**src/rtl/cnn_pkg.sv**
```systemverilog
// Shared constants for the convolution datapath: kernel geometry, weight width,
// and the filter loader's state encoding.
package cnn_pkg;
    localparam int CNN_K      = 3;
    localparam int CNN_DATA_W = 8;
    localparam int CNN_KK     = CNN_K * CNN_K;

    typedef logic [1:0] state_t;
    localparam state_t IDLE  = 2'd0;
    localparam state_t LOAD  = 2'd1;
    localparam state_t READY = 2'd2;
    localparam state_t DUMP  = 2'd3;

    // Counter width for 0..n-1, never narrower than one bit.
    function automatic int idx_w(input int n);
        return (n > 1) ? $clog2(n) : 1;
    endfunction
endpackage

```
**src/rtl/conv_filter_loader_if.sv**
```systemverilog
// Weight-in and readback-out valid/ready streams of the filter loader.
interface conv_filter_loader_if #(parameter int DATA_W = 8) ();
    logic              in_valid;
    logic              in_ready;
    logic [DATA_W-1:0] in_data;
    logic              out_valid;
    logic              out_ready;
    logic [DATA_W-1:0] out_data;

    modport master (output in_valid, in_data, out_ready,
                    input  in_ready, out_valid, out_data);
    modport slave  (input  in_valid, in_data, out_ready,
                    output in_ready, out_valid, out_data);
endinterface

```
**src/rtl/conv_filter_loader_counter.sv**
```systemverilog
// Row-major kernel position counter; one instance is shared by load and readback.
module kernel_index_counter #(
    parameter int K     = 3,
    parameter int IDX_W = 2
) (
    input  logic             clk,
    input  logic             rst,
    input  logic             clear,
    input  logic             advance,
    output logic [IDX_W-1:0] row,
    output logic [IDX_W-1:0] col,
    output logic             last
);
    localparam logic [IDX_W-1:0] MAX = IDX_W'(K - 1);

    always_ff @(posedge clk) begin
        if (rst || clear) begin
            row <= '0;
            col <= '0;
        end else if (advance) begin
            if (col == MAX) begin
                col <= '0;
                row <= (row == MAX) ? '0 : row + 1'b1;
            end else begin
                col <= col + 1'b1;
            end
        end
    end

    assign last = (row == MAX) && (col == MAX);
endmodule

```
**src/rtl/conv_filter_loader.sv**
```systemverilog
// Runtime-loadable KxK filter store: written from a weight stream, presented as a
// flat bus, and readable back over an output stream.
module conv_filter_loader
    import cnn_pkg::*;
#(
    parameter int K      = CNN_K,
    parameter int DATA_W = CNN_DATA_W
) (
    input  logic                     clk,
    input  logic                     rst,
    input  logic                     start,
    input  logic                     dump_start,
    conv_filter_loader_if.slave      bus,
    output logic [K*K*DATA_W-1:0]    filter_flat,
    output logic                     filter_valid,
    output logic                     load_done,
    output logic                     dump_done,
    output logic                     busy
);
    localparam int KK = K * K;
    localparam int RW = idx_w(K);
    localparam int FW = idx_w(KK);

    state_t                       state_q, state_d;
    logic [RW-1:0]                row, col;
    logic                         last, clear, advance, load_beat, dump_beat;
    logic [FW-1:0]                widx;
    logic [KK-1:0][DATA_W-1:0]    weights;

    kernel_index_counter #(.K(K), .IDX_W(RW)) u_idx (
        .clk(clk), .rst(rst), .clear(clear), .advance(advance),
        .row(row), .col(col), .last(last)
    );

    assign widx    = FW'(row) * FW'(K) + FW'(col);
    assign advance = load_beat | dump_beat;

    always_ff @(posedge clk) begin
        if (rst) state_q <= IDLE;
        else     state_q <= state_d;
    end

    // A start in LOAD restarts the count and drops any beat offered in that cycle.
    always_comb begin
        state_d   = state_q;
        clear     = 1'b0;
        load_beat = 1'b0;
        dump_beat = 1'b0;
        case (state_q)
            IDLE: if (start) begin
                state_d = LOAD;
                clear   = 1'b1;
            end
            LOAD: if (start) begin
                clear = 1'b1;
            end else if (bus.in_valid) begin
                load_beat = 1'b1;
                if (last) state_d = READY;
            end
            READY: if (start) begin
                state_d = LOAD;
                clear   = 1'b1;
            end else if (dump_start) begin
                state_d = DUMP;
                clear   = 1'b1;
            end
            DUMP: if (bus.out_ready) begin
                dump_beat = 1'b1;
                if (last) state_d = READY;
            end
            default: state_d = IDLE;
        endcase
    end

    always_comb begin
        bus.in_ready  = (state_q == LOAD);
        bus.out_valid = (state_q == DUMP);
        busy          = (state_q == LOAD) || (state_q == DUMP);
        filter_valid  = (state_q == READY) || (state_q == DUMP);
    end

    always_ff @(posedge clk) begin
        if (rst) begin
            weights   <= '0;
            load_done <= 1'b0;
            dump_done <= 1'b0;
        end else begin
            if (load_beat) weights[widx] <= bus.in_data;
            load_done <= load_beat && last;
            dump_done <= dump_beat && last;
        end
    end

    assign filter_flat  = weights;
    assign bus.out_data = weights[widx];
endmodule
```
**src/flat_wrapper.sv**
```systemverilog
// flat-port wrapper written by rule: the top's interface ports become plain ports
module conv_filter_loader_flat import cnn_pkg::*;
#(
    parameter int K      = CNN_K,
    parameter int DATA_W = CNN_DATA_W
)
  (clk, rst, start, dump_start, filter_flat, filter_valid, load_done, dump_done, busy, bus_in_valid, bus_in_data, bus_out_ready, bus_in_ready, bus_out_valid, bus_out_data);
  conv_filter_loader_if #(.DATA_W(DATA_W)) bus_i ();
  input  logic clk;
  input  logic rst;
  input  logic start;
  input  logic dump_start;
  output logic [K*K*DATA_W-1:0] filter_flat;
  output logic filter_valid;
  output logic load_done;
  output logic dump_done;
  output logic busy;
  input wire logic [$bits(bus_i.in_valid)-1:0] bus_in_valid;
  input wire logic [$bits(bus_i.in_data)-1:0] bus_in_data;
  input wire logic [$bits(bus_i.out_ready)-1:0] bus_out_ready;
  output wire logic [$bits(bus_i.in_ready)-1:0] bus_in_ready;
  output wire logic [$bits(bus_i.out_valid)-1:0] bus_out_valid;
  output wire logic [$bits(bus_i.out_data)-1:0] bus_out_data;
  assign bus_i.in_valid = bus_in_valid;
  assign bus_i.in_data = bus_in_data;
  assign bus_i.out_ready = bus_out_ready;
  assign bus_in_ready = bus_i.in_ready;
  assign bus_out_valid = bus_i.out_valid;
  assign bus_out_data = bus_i.out_data;
  conv_filter_loader #(.K(K), .DATA_W(DATA_W)) u_core (.clk(clk), .rst(rst), .start(start), .dump_start(dump_start), .bus(bus_i), .filter_flat(filter_flat), .filter_valid(filter_valid), .load_done(load_done), .dump_done(dump_done), .busy(busy));
endmodule
```
**config.mk**
```make
export PLATFORM = sky130hd
export DESIGN_NAME = conv_filter_loader_flat
export DESIGN_NICKNAME = d
export VERILOG_FILES = /design/src/rtl/cnn_pkg.sv /design/src/rtl/conv_filter_loader_if.sv /design/src/rtl/conv_filter_loader_counter.sv /design/src/rtl/conv_filter_loader.sv /design/src/flat_wrapper.sv
export SDC_FILE = /design/constraint.sdc
export NUM_CORES = 1
export LEC_CHECK = 0
export CAP_MARGIN = 15
export CORE_ASPECT_RATIO = 0.75
export CORE_MARGIN = 2
export CORE_UTILIZATION = 25
export CTS_CLUSTER_SIZE = 25
export DETAILED_ROUTE_END_ITERATION = 6
export SLEW_MARGIN = 20
export SYNTH_ARGS = -nofsm -noshare
export SYNTH_HDL_FRONTEND = slang
export SYNTH_SLANG_ARGS = --single-unit
```
**constraint.sdc**
```tcl
create_clock -name clk -period 4.6 [get_ports clk]
set_input_delay 1.15 -clock clk [delete_from_list [all_inputs] [get_ports clk]]
set_output_delay 1.15 -clock clk [all_outputs]
set_load 0.01 [all_outputs]
```
# Yosys cells after proc, flatten, opt, wreduce, memory -nomap -nowiden
# Cells that the tools add are included.
# Widths: inputs -> output; s select.
dict set report word_totals {
  regBits 80
  input_bits 14
  output_inout_bits 86
  elab_cells 66
}
dict set report op_classes {
  n_addsub 3
  mul 1
  n_lt_le_gt_ge 2
  eq_ne 10
  n_mux 24
  bitwise 1
  reduce_logical 11
}
# op n
set op_table {}
lappend op_table {{$bwmux 72} 1}
lappend op_table {{$bmux 8 s4} 1}
lappend op_table {{$demux 8 s4} 1}
lappend op_table {{$mux 2} 9}
lappend op_table {{$mux 8} 2}
lappend op_table {{$eq 2x2->1 const B} 4}
lappend op_table {{$mux 1} 8}
lappend op_table {{$ne 2x2->1 const B} 4}
lappend op_table {{$pmux 2 s4} 1}
lappend op_table {{$lt 4x5->1 const B} 1}
lappend op_table {{$reduce_and 5->1} 1}
lappend op_table {{$add 2x1->2 const B} 2}
lappend op_table {{$add 4x2->4} 1}
lappend op_table {{$ge 4x1->1 const B} 1}
lappend op_table {{$logic_and 1x1->1} 4}
lappend op_table {{$mul 2x2->4 const B} 1}
lappend op_table {{$logic_or 1x1->1} 3}
lappend op_table {{$ne 3x3->1 const B} 1}
lappend op_table {{$eq 2x1->1 const B} 1}
lappend op_table {{$logic_not 2->1} 1}
lappend op_table {{$pmux 1 s2} 1}
lappend op_table {{$reduce_and 2->1} 1}
lappend op_table {{$reduce_or 2->1} 1}
lappend op_table {{$or 1x1->1} 1}

# Longest topological paths before layout
dict set report depth {
  ltp_word 7
  depth_mapped 10
  ltp_nobuf 8
}

# Cells and area by module
# Synthesis repeated with hierarchy kept, for this count alone.
dict set report unflattened {
  hier_cells 502
  hier_area_um2 4370.4
}
# mod instances cells_per_inst area_each_um2 seq_area_each_um2
set modules_own_cells {}
lappend modules_own_cells {conv_filter_loader 1 484 4167.7 1521.5}
lappend modules_own_cells {kernel_index_counter 1 18 202.7 80.1}

# Worst setup path before layout
# No wires, ideal clock.
dict set report synth_timing {
  path_type {register to output}
  from {reg u_core.u_idx.col[1]}
  to {out bus_out_data[0]}
  arrival_ns 2.447
  path_slack_ns 1.003
  path_stages_with_launch 8
  n_path_buf 1
  cell_sequence {dfxtp_1 > fa_1 > ha_1 > inv_1 > fa_1 > clkbuf_1 > nor4b_2 > a32o_1}
}
dict set report synth_via {
  elab_chain_cells 3
}
# item line
set synth_lines {}
lappend synth_lines {{from (decl)} conv_filter_loader_counter.sv:11} ;# output logic [IDX_W-1:0] col,
lappend synth_lines {{from (signal assigned)} conv_filter_loader_counter.sv:25} ;# col <= col + 1'b1;
lappend synth_lines {{$add 4x2->4} conv_filter_loader.sv:35} ;# assign widx = FW'(row) * FW'(K) + FW'(col);
lappend synth_lines {{$bmux 8 s4} conv_filter_loader.sv:95} ;# assign bus.out_data = weights[widx];
lappend synth_lines {{$mux 8 (implied by the code)} conv_filter_loader.sv:95}
lappend synth_lines {{to (decl)} flat_wrapper.sv:23} ;# output wire logic [$bits(bus_i.out_data)-1:0] bus_out_data;
# Every way passes these cells. The select of a mux whose other input is x is not followed.

# Worst setup path in the final report
dict set report layout_timing {
  from {reg u_core.u_idx.col[1]}
  to {out bus_out_data[4]}
}
# Same word-level chain as after synthesis.

==> metrics.md <==
| Metric | Value |
|---|---|
| Routed Wire Length | 11800 um |
| Area of the multi-input gates | 2050 um^2 |
| Core area | 14600 um^2 |
| First-pass GRT wire length | 18000 um |
| Synth top area share | 0.422 |
| Area delta synth->final | 39.5% |
| Synth warnings | 0 |
| CP Capture Type | primary output |
| Leading area contributor after synthesis | dfxtp_1 |
| Leak Pwr | 2.03 nW |
| H-tree depth | 3 |
| Clock latency at the later pin of the worst-skew pair | 0.34 ns |
| Vias per cell | 4.73 |
| Die area | 16200 um^2 |
| Register bit total from synthesis | 80 |
| Min cycle time layout | 4.52 ns |
| Flop pwr share | 0.476 |
| Drt wl/cell | 17.6 um |
| Iteration-0 DRC Markers | 161 |
| Die height | 111 um |
| Slew headroom | 0.358 |
| Syn avg cell area | 9.96 um^2 |
| Synth area leaders | dfxtp_1 (42%), mux2i_1 (28%), nor2_1 (7.6%), a22oi_1 (3.2%), a32o_1 (2.1%) |
| Post-CTS Hold Fix Bufs | 0 |
| Site Rows | 38 |
| Reg2reg setup slack | 1.38 ns |
| Number of fill cells | 1504 |
| P_int | 1.13 mW |
| ANT cells | 0 |
| Status | finished, final reports clean |
| Largest net degree at the start of global routing | 52 |
| Count leader, synth | mux2i_1 |
| Post-synth EDFFs | 0 |
| I/O pin total | 100 |
| R2r endpoint | u_core.filter_flat[53] |
| Sw Share | 0.233 |
| Required time worst endpoint | 3.45 ns |
| Post-Syn Area | 3800 um^2 |
| Main synth FF type | dfxtp_1 |
| Hold Slack | 0.519 ns |
| Initial Utilization | 0.259 |
| Clock Skews | 0.0110 ns |
| Max Cap Viol | 0 |
| ANT nets after route | 0 |
| Dpl cells | 651 |
| Clk sinks | 80 |
| CTS tree | built |
| CP startpoint | u_core.u_idx.col[1] |
| Finished Layout Cells | 671 |
| CP endpoint | bus_out_data[4] |
| # nets final | 487 |
| Number of I/O port buffers | 99 |
| Final hold vios | 0 |
| Worst-case clock buffer depth | 2 |
| Total gr overflow | 0 |
| Setup violators final | 0 |
| Asr flop ratio synth | 0 |
| P_sw | 0.342 mW |
| Worst r2r src | u_core.u_idx.col[1] |
| Power Density | 278 nW/um^2 |
| Actual slew at the worst max-slew pin | 0.962 ns |
| Comb pwr share | 0.053 |
| Antenna violations before repair | 0 |
| Fin crit share | 0.982 |
| Maximum clock rate | 221 MHz |
| Worst min-delay path class | reg2reg |
| Reg2Reg Depth | 9 |
| Synth top cells by count | mux2i_1 (106), dfxtp_1 (80), nor2_1 (77) |
| Num CTS Buffers | 9 |
| Root Driver | clkbuf_16 |
| Die Width | 146 um |
| Post-DP HPWL | 8440 um |
| GRT Util Overall | 0.143 |
| Cells after synthesis | 381 |
| Vias in the first global route | 3143 |
| Post-synthesis sequential area ratio | 0.422 |
| WP data arrival | 3.37 ns |
| Pwr Total | 1.47 mW |
| Final RePlAce weighted congestion | 0.825 |
| Cell variety after synth | 39 |
| DRC | 0 |
| Synth Net Count | 402 |
| Iteration count of the initial detailed-routing pass | 5 |
| FF/Latch Area | 1600 um^2 |
| Clock Pin Slew Worst Setup and Hold Paths | 0.05 ns |
| Fraction of layout cells with a size suffix above 1 | 0.0955 |
| Worst setup path class | reg2out |
| Worst Path Max Fanout | 8 |
| Clock power frac | 0.471 |
| Max VDD drop | 139 uV |
| Via count | 3174 |
| Final Max Slew Viols | 0 |
| CP Launch Type | register |
## cells by family after synthesis
| logic type | after synthesis | share of synthesized area |
|---|---|---|
| AO/OA/AOI/OAI | 34 | 0.0699 |
| adder cells (fa/ha/maj) | 7 | 0.0270 |
| buffers and inverters | 43 | 0.0485 |
| flip-flops | 80 | 0.422 |
| multiplexers | 107 | 0.282 |
| AND/OR/NAND/NOR | 110 | 0.150 |
## power by group through the flow
| stage | logic [mW] | registers (mW) | clock network (mW) |
|---|---|---|---|
| final | 0.0784 | 0.700 | 0.693 |
| after global routing | 0.0839 | 0.699 | 0.734 |
| after CTS | 0.0784 | 0.699 | 0.709 |
| after detailed placement | 0.0776 | 0.715 | 0 |
| after global placement | 0.0762 | 0.715 | 0 |
| after floorplan | 0.0430 | 0.714 | 0 |
## worst min path at each step
stage	start	to	cells past startpoint
after floorplan	u_core.u_idx.col[0]	u_core.u_idx.col[0]	2
after global placement	u_core.u_idx.col[0]	u_core.u_idx.col[0]	2
after detailed placement	u_core.u_idx.col[0]	u_core.u_idx.col[0]	2
after CTS	u_core.u_idx.col[0]	u_core.u_idx.col[0]	2
after global routing	u_core.u_idx.col[0]	u_core.u_idx.col[0]	2
final	u_core.u_idx.col[0]	u_core.u_idx.col[0]	2
## metrics by stage
stage | setup WS [ns] | setup TNS [ns] | cell area, um^2 | util
6_report | 0.0848 | 0 | 5290 | 0.362
5_1_grt | -0.0214 | -0.0462 | 5290 | 0.362
4_1_cts | 0.0293 | 0 | 5250 | 0.359
3_5_place_dp | 0.0442 | 0 | 4950 | 0.338
3_3_place_gp | 0.163 | 0 | 4950 | 0.338
2_1_floorplan | 1.00 | 0 | 3800 | -
## cell type report
class                           count  share of cell area
Sequential cell                    80               0.303
Clock buffer                       13              0.0492
Inverter                            8             0.00567
Tap cell                          200              0.0473
Multi-Input combinational cell    258               0.387
Timing Repair Buffer              109               0.204
Clock inverter                      3             0.00425
## worst max-delay path: stages, from the launching register on
cell and delay (ns):
dfxtp_1 0.36, fa_1 0.56, ha_2 0.16, inv_1 0.05, fa_2 0.65, nor2b_4 0.32, a22oi_1 0.14, a32o_1 0.30
clkdlybuf4s50_1 0.49
## sequential cells by signal, summed over array words and instances, names as in the netlist
signal / cells
u_core.state_q: 2
u_core.u_idx.row: 2
u_core.load_done: 1
u_core.u_idx.col: 2
u_core.dump_done: 1
u_core.filter_flat: 72
## placed cells by master, fill, tap and decap left out, types with 3 or more instances in the layout
cell type          n
nor2_1            76
a21oi_1            4
and2_2             3
clkdlybuf4s50_1   96
nand2_1            7
clkbuf_16          9
a22oi_1           16
ha_1               4
a32o_1             8
buf_4              9
dfxtp_1           80
inv_1              8
mux2i_1          106
## metal layers
| layer | vias up | share of wire | track usage |
|---|---|---|---|
| met5 | - | 0 | 0 |
| met4 | 0 | 0.0093 | 0.0337 |
| met3 | 11 | 0.066 | 0.0498 |
| met2 | 108 | 0.45 | 0.219 |
| met1 | 1553 | 0.47 | 0.193 |
| li1 | 1502 | - | - |
## repair_timing
| item | CTS | global route |
|---|---|---|
| setup buffers | 0 | 4 |
| setup endpoints to repair | 8 | 8 |
| pin swaps | 0 | 1 |
| hold endpoints to repair | 0 | 0 |
| resized for setup | 6 | 3 |
Power figures use the tool's default switching activity.
